[src/rtl/int_to_ascii_fmt.sv]
// ---------------------------------------------------------------------------
// int_to_ascii_fmt
//
// Purpose: converts one DATA_W-bit integer per transaction to decimal ASCII
// and streams the characters out one byte per handshake. The conversion is
// an iterative double-dabble (binary to BCD) engine that does one bit per
// clock. Leading zeros are suppressed, and a leading '-' is emitted for
// negative signed input.
//
// Parameters:
//   DATA_W  input integer width (8..64)
//   SIGNED  1 = two's complement input, 0 = unsigned input
//
// Optional feature (compile-time macro ITOA_NEWLINE_EN):
//   When defined, a line feed (8'h0A) follows the last digit and carries
//   out_last_o.
//
// Ports:
//   clk_i        clock, rising edge
//   rst_i        synchronous active-high reset
//   in_valid_i   input integer valid
//   in_ready_o   block can accept a new integer (IDLE only)
//   in_data_i    integer to format
//   out_valid_o  out_char_o holds a valid character
//   out_ready_i  sink accepts the character
//   out_char_o   ASCII character
//   out_last_o   final character of the current number
//   busy_o       high whenever the FSM is not IDLE
// ---------------------------------------------------------------------------
module int_to_ascii_fmt #(
    parameter int DATA_W = 32,
    parameter bit SIGNED = 1'b1
) (
    input  logic              clk_i,
    input  logic              rst_i,
    input  logic              in_valid_i,
    output logic              in_ready_o,
    input  logic [DATA_W-1:0] in_data_i,
    output logic              out_valid_o,
    input  logic              out_ready_i,
    output logic [7:0]        out_char_o,
    output logic              out_last_o,
    output logic              busy_o
);

    // ceil(DATA_W * log10(2)) in integer arithmetic.
    localparam int NDIG = (DATA_W * 30103 + 99999) / 100000;
    localparam int BW   = 4 * NDIG;
    localparam int CW   = $clog2(DATA_W);
    localparam int IW   = $clog2(NDIG);

`ifdef ITOA_NEWLINE_EN
    localparam bit NL_EN = 1'b1;
`else
    localparam bit NL_EN = 1'b0;
`endif

    typedef enum logic [1:0] {IDLE, CONV, EMIT} state_t;

    state_t            state_q, state_d;
    logic [DATA_W-1:0] shift_q;
    logic [BW-1:0]     bcd_q;
    logic [CW-1:0]     cnt_q;
    logic [IW-1:0]     idx_q;
    logic              sign_q;   // '-' still to be emitted
    logic              dig_q;    // digits still to be emitted
    logic              nl_q;     // line feed still to be emitted
    logic              out_valid_q;
    logic [7:0]        out_char_q;
    logic              out_last_q;

    logic              in_fire;
    logic              out_fire;
    logic              neg;
    logic [DATA_W-1:0] magnitude;
    logic [BW-1:0]     bcd_adj;
    logic [BW-1:0]     bcd_step;
    logic [IW-1:0]     msd_idx;
    logic [IW-1:0]     cur_idx;
    logic [3:0]        cur_nib;
    logic [7:0]        nxt_char;
    logic              nxt_last;
    logic              load_en;

    assign in_ready_o  = (state_q == IDLE);
    assign busy_o      = (state_q != IDLE);
    assign out_valid_o = out_valid_q;
    assign out_char_o  = out_char_q;
    assign out_last_o  = out_last_q;

    assign in_fire  = in_valid_i && in_ready_o;
    assign out_fire = out_valid_q && out_ready_i;

    // Negating the most-negative value wraps to 2^(DATA_W-1), which is
    // exactly the right magnitude when read as unsigned.
    assign neg       = SIGNED && in_data_i[DATA_W-1];
    assign magnitude = neg ? (~in_data_i + DATA_W'(1)) : in_data_i;

    // One double-dabble step: correct every nibble >= 5, then shift in the
    // next binary bit.
    // NOTE: every variable assigned in always_comb gets a default first, so
    // no path can leave it unassigned and infer a latch.
    always_comb begin
        bcd_adj = bcd_q;
        for (int i = 0; i < NDIG; i++) begin
            if (bcd_q[4*i +: 4] >= 4'd5) begin
                bcd_adj[4*i +: 4] = bcd_q[4*i +: 4] + 4'd3;
            end
        end
        bcd_step = (bcd_adj << 1) | BW'(shift_q[DATA_W-1]);
    end

    // Index of the most significant non-zero digit (0 when the value is 0).
    always_comb begin
        msd_idx = '0;
        for (int i = 0; i < NDIG; i++) begin
            if (bcd_q[4*i +: 4] != 4'd0) begin
                msd_idx = IW'(i);
            end
        end
    end

    // Before the first character is loaded the digit pointer comes from the
    // leading-zero search; afterwards it comes from idx_q.
    always_comb begin
        cur_idx  = out_valid_q ? idx_q : msd_idx;
        cur_nib  = bcd_q[{cur_idx, 2'b00} +: 4];
        nxt_char = 8'h0A;
        nxt_last = 1'b1;
        if (sign_q) begin
            nxt_char = 8'h2D;
            nxt_last = 1'b0;
        end else if (dig_q) begin
            nxt_char = {4'h3, cur_nib};
            nxt_last = (cur_idx == '0) && !NL_EN;
        end
    end

    // Load a new character on entry to EMIT, or when the current non-final
    // character is accepted; otherwise the output is held through stalls.
    assign load_en = (state_q == EMIT) && (!out_valid_q || (out_ready_i && !out_last_q));

    always_comb begin
        state_d = state_q;
        case (state_q)
            IDLE: if (in_fire) state_d = CONV;
            CONV: if (cnt_q == CW'(DATA_W - 1)) state_d = EMIT;
            EMIT: if (out_fire && out_last_q) state_d = IDLE;
            default: state_d = IDLE;
        endcase
    end

    // NOTE: sequential state uses non-blocking assignments so every register
    // samples the pre-edge values regardless of statement order.
    always_ff @(posedge clk_i) begin
        if (rst_i) begin
            state_q     <= IDLE;
            shift_q     <= '0;
            bcd_q       <= '0;
            cnt_q       <= '0;
            idx_q       <= '0;
            sign_q      <= 1'b0;
            dig_q       <= 1'b0;
            nl_q        <= 1'b0;
            out_valid_q <= 1'b0;
            out_char_q  <= 8'h00;
            out_last_q  <= 1'b0;
        end else begin
            state_q <= state_d;
            case (state_q)
                IDLE: begin
                    if (in_fire) begin
                        shift_q <= magnitude;
                        bcd_q   <= '0;
                        cnt_q   <= '0;
                        idx_q   <= '0;
                        sign_q  <= neg;
                        dig_q   <= 1'b1;
                        nl_q    <= NL_EN;
                    end
                end
                CONV: begin
                    bcd_q   <= bcd_step;
                    shift_q <= shift_q << 1;
                    cnt_q   <= cnt_q + CW'(1);
                end
                EMIT: begin
                    if (load_en) begin
                        out_valid_q <= 1'b1;
                        out_char_q  <= nxt_char;
                        out_last_q  <= nxt_last;
                        if (sign_q) begin
                            sign_q <= 1'b0;
                            idx_q  <= cur_idx;
                        end else if (dig_q) begin
                            if (cur_idx == '0) dig_q <= 1'b0;
                            else               idx_q <= cur_idx - IW'(1);
                        end else begin
                            nl_q <= 1'b0;
                        end
                    end else if (out_fire && out_last_q) begin
                        out_valid_q <= 1'b0;
                        out_last_q  <= 1'b0;
                    end
                end
                default: ;
            endcase
        end
    end

endmodule

[config.mk]
export PLATFORM = sky130hd
export DESIGN_NAME = int_to_ascii_fmt
export DESIGN_NICKNAME = d
export VERILOG_FILES = /design/src/rtl/int_to_ascii_fmt.sv
export SDC_FILE = /design/constraint.sdc
export NUM_CORES = 1
export LEC_CHECK = 0
export BUFFER_PORTS_ARGS = -buffer_cell sky130_fd_sc_hd__buf_2
export CAP_MARGIN = 15
export CORE_MARGIN = 10
export CORE_UTILIZATION = 29
export DETAILED_ROUTE_END_ITERATION = 10
export SLEW_MARGIN = 20
export SYNTH_ARGS = -nofsm -noshare
export SYNTH_HDL_FRONTEND = slang
export SYNTH_SLANG_ARGS = --single-unit
export TNS_END_PERCENT = 100
[constraint.sdc]
create_clock -name clk_i -period 3.5 [get_ports clk_i]
set_clock_uncertainty 0.2 [all_clocks]
set_input_delay 0.35 -clock clk_i [delete_from_list [all_inputs] [get_ports clk_i]]
set_output_delay 0.35 -clock clk_i [all_outputs]
set_load 0.005 [all_outputs]
After elaboration in Yosys (flattened, before gate mapping). Cells that the tools add are included.

Register bits: 95. Output and inout bits: 12.

Reductions and logical operators: 30. Bitwise logic cells: 2. $add $sub $neg: 13. $lt $le $gt $ge: 10. Shifts and indexed selects: 1. Equal/unequal tests: 10. Multiplexer cells: 53.

Operators by type and width (number): 4-bit 2-to-1 mux (23); 40-bit case mux with 2 select lines (1); 32-bit 2-to-1 mux (2); 32-bit case mux with 2 select lines (1); 4-bit by 3-bit >= comparator with 1-bit output, second input constant (10); 40-bit 2-to-1 mux (1); 40-bit by 1-bit bitwise OR with 40-bit output (1); 40-bit by 7-bit indexed part select with 4-bit output (1); 4-bit by 2-bit adder with 4-bit output, second input constant (9); 4-bit nonzero test (9); 32-bit by 1-bit adder with 32-bit output, second input constant (1); 32-bit inverter (1); 1-bit 2-to-1 mux (13); 6-bit 2-to-1 mux (2); 5-bit case mux with 2 select lines (1); 4-bit case mux with 2 select lines (1); 2-bit nonzero test (4); 2-bit 2-to-1 mux (3); 2-bit != test, second input constant (3); 3-bit != test, second input constant (2); 2-bit case mux with 3 select lines (1); 2-bit AND reduction (3); 3-bit AND reduction (2); 5-bit by 1-bit adder with 5-bit output, second input constant (1); other kinds (16) (23).

Longest topological paths before layout.
Depth after elaboration: 17. Mapped depth: 13. Depth with buffers taken out: 13.

Worst setup path before layout. Ideal clock, no wire load.

Path type: reg2reg. Start point: reg bcd_q[17]. End point: reg idx_q[2]. Path slack: 444 ps. Clock period less this slack: 3056 ps. Arrival: 2729 ps. Cell stages (with the launch flop): 14. Path buffers: 0. Cell sequence: dfxtp_1 inv_1 ha_1 or3b_2 a21oi_1 a21oi_2 nor2_2 inv_1 ha_1 nand2_1 o21ai_1 a22oi_1 mux2i_1 nor2_1.

Word-level cells in the longest chain between the ends: 14.

RTL lines: from (decl) (RTL line 62) `logic [BW-1:0] bcd_q;`; from (signal assigned) (RTL line 183) `bcd_q <= bcd_step;`; 4-bit nonzero test (*) (RTL line 117) `if (bcd_q[4*i +: 4] != 4'd0) begin`; 4-bit 2-to-1 mux (*) (6 in a row) (RTL line 117); 4-bit 2-to-1 mux (*) (RTL line 126) `cur_idx = out_valid_q ? idx_q : msd_idx;`; 4-bit by 1-bit subtractor with 4-bit output (RTL line 197) `else idx_q <= cur_idx - IW'(1);`; 4-bit 2-to-1 mux (RTL line 196) `if (cur_idx == '0) dig_q <= 1'b0;`; 4-bit 2-to-1 mux (RTL line 195) `end else if (dig_q) begin`; 4-bit 2-to-1 mux (RTL line 192) `if (sign_q) begin`; 4-bit 2-to-1 mux (RTL line 188) `if (load_en) begin`; 4-bit case mux with 2 select lines (RTL line 170) `case (state_q)`; to (signal assigned) (RTL line 194) `idx_q <= cur_idx;`; to (signal assigned) (RTL line 197); to (decl) (RTL line 64) `logic [IW-1:0] idx_q;`.

Every way passes the cells marked *; elsewhere a longest branch is shown, timed or not. The select of a mux whose other input is x is not followed. A chain may end at the register's enable or synchronous reset.

Worst setup path in the final report. Same ends and word-level chain as after synthesis.

==> flow_summary.ini <==
[finish]
drive_above_1_share = 0.137
area_growth_pct = 14.1
fin_util = 0.338
nets = 840
antenna_cells = 0

[sta]
fin_tns_setup_ps = 0
hold_violations = 0
rsz0062_at_grt = no
fin_crit_ps = 3320
final_max_slew_viol_count = 0
tightest_slew_ps = 966
fmax_mhz = 301
finalSetupViolCount = 0
fin_crit_sh = 0.950
slew_headroom = 0.356

[drt]
via_count = 5492
wire_per_inst_um = 15.3
wl_um = 16100
first_pass_iters = 5
drc = 0
drt_iter0_markers = 376
ant_nets = 0
viasPerCell = 5.24

[synth]
synthCells = 747
async_flop_share = 0
syn_avg_cell_area_um2 = 7.76
ys_seq_area_frac = 0.321
yosys_warnings = 0
synthTopCellsByCount = 93 x dfxtp_1, 71 x nor2_1, 64 x a21oi_1, 61 x nand2_1, 48 x o21ai_0
yosysTopAreaCell = dfxtp_1
synth.most_common_cell = dfxtp_1
synth.area.top_cells = dfxtp_1 32%, ha_1 5.6%, a21oi_1 5.5%
ys.flop_type = dfxtp_1
synth_cell_type_count = 69
synth_top_area_share = 0.321
synth_edf_count = 0
synth-seq-cells = 93
netlist_area_um2 = 5800

[hold_path]
hold_path_class = in2reg
whs_path_depth = 3
hold_end = shift_q[0]
min_from = in_data_i[0]

[grt]
grt_max_degree = 78
antenna_found_initial = 0
grt_pass1_wl_um = 26400
grt-ovfl-total = 0
grt_pass1_vias = 5179
grt_use_total = 0.120

[cts]
cts.path.max_buffers = 2
numCtsBuffers = 9
ctsHoldBuffers = 0
h-tree-depth = 3
clk-insertion-delay-late_ps = 350
cts_setup_buffers = 0
clock-root-buffer = clkbuf_16
clk_pin_slew_ps = 70
cts_sinks = 93
cts_tree = done
post_cts_resize_count = 0

[worst_setup_path]
crit_arrival_ps = 3360
crit_chain = inv_1 -> ha_1 -> or3b_2 -> a21oi_1 -> a21oi_2 -> nor2_2 -> inv_1 -> ha_1 -> nand2_1 -> o21ai_1 -> a22oi_1 -> buf_4 -> mux2i_1 -> nor2_1
start_kind = flop
path_max_fanout = 7
crit_slowest_cell = or3b_2
slowest_delay_ps = 490
critPathKind = reg2reg
reg2reg_depth = 14
r2r-end = idx_q[2]
r2r-start = bcd_q[17]
cp.required_ps = 3540
end_kind = flop
r2r_setup_slack_ps = 180

[power]
powerDensity_nw_per_um2 = 359
finalPower_mw = 2.37
p_leak_nw = 2.34
irDropWorstVdd_mv = 0.232

[die]
die_x_um = 161
initial_utilization = 0.296
die_h_um = 161
coreArea_um2 = 19600
die_area_um2 = 26100
rows = 51
io_pins = 48

[flow_run]
cap_violations = 0

[place]
globalplace.congestion = 0.917
dp_hpwl_um = 11200
portBuffers = 45

[status]
outcome = completed
[cell families (layout without fill, tap and decap cells)]
logic type      Yosys count  in the layout  share of synthesized area
simple gates            272            272                      0.232
other cells               1              2                   0.000647
fa+ha+maj                26             26                     0.0561
mux                      12             12                     0.0214
flops                    93             93                      0.321
compound gates          220            220                      0.244
xor+xnor                 49             49                     0.0740
buf+inv                  74            109                     0.0511
[registers in the layout, indices dropped and copies added, names as in the netlist]
name	flops
dig_q	1
state_q	2
out_last_o	1
idx_q	4
bcd_q	40
shift_q	32
out_char_o	6
cnt_q	5
out_valid_o	1
sign_q	1
[critical path: cells and delay by family, from the launching register on]
kind | cells | cell delay (ps)
and+or+nand+nor | 4 | 870
buffers and inverters | 3 | 440
muxes | 1 | 180
DFF | 1 | 340
AOI/OAI and AO/OA | 4 | 730
adders and majority gates | 2 | 460
[how the worst max path moves through the flow]
stage,from,end,slack [ps],cells past startpoint
6_report,bcd_q[17],idx_q[2],180,14
5_1_grt,bcd_q[17],idx_q[2],30,14
4_1_cts,bcd_q[17],idx_q[2],250,14
3_5_place_dp,bcd_q[17],idx_q[2],270,14
3_3_place_gp,bcd_q[20],idx_q[2],350,13
2_1_floorplan,bcd_q[17],idx_q[2],440,13
[power by group]
group	switching (mW)	leakage, nW	total (mW)	internal (mW)
Clock	0.444	0.144	1.00	0.558
Combinational	0.164	1.44	0.254	0.0897
Sequential	0.0233	0.756	1.12	1.10
Total	0.631	2.34	2.37	1.74
[cells in the final DEF (no fill, tap or decap), types with 3 or more instances in the layout]
cell type	count
nor3b_1	3
mux2i_1	9
o211ai_1	5
clkinv_4	3
a22oi_1	13
xor2_1	25
or3b_2	7
buf_4	19
or4_1	4
nand3_1	46
o21a_1	4
and2_1	3
a21oi_1	64
or3_1	3
dfxtp_1	93
a21boi_0	3
clkbuf_16	9
o21ai_0	48
a2111oi_0	13
nand2b_1	19
o21ai_1	3
nor2_1	71
nor2b_1	6
a211oi_1	8
a31oi_1	11
nor3_1	26
o41ai_1	4
inv_1	28
a221oi_1	5
o22ai_1	11
nand2_1	61
buf_2	45
o31ai_1	7
xnor2_1	24
ha_1	26
a21o_1	3
nor4_1	6
mux2_2	3
[layer usage]
metal | global-route usage | part of all wire
met5 | 0 | 0
met3 | 0.0310 | 0.047
met1 | 0.159 | 0.49
met4 | 0.0331 | 0.014
met2 | 0.187 | 0.45
[per-stage QoR]
step                hold slack (ps)  cells  worst slack [ps]  instance area, um^2
detailed placement              262   1032               275                 6320
floorplan                       232    748               444                 5800
finish                         84.6   1048               176                 6620
global placement                253   1032               346                 6320
CTS                            68.1   1048               253                 6620
global route                    119   1048              34.9                 6620
[layout make-up]
class	instances	area, um^2
fillers	2105	13000
multi-input cells	581	3650
flip-flops and latches	93	1860
repair buffers	64	368
well taps	265	332
clock buffers	11	233
inverters	29	109
clock inverters	5	61.3
Note: power is estimated with default switching activity, not from simulation.
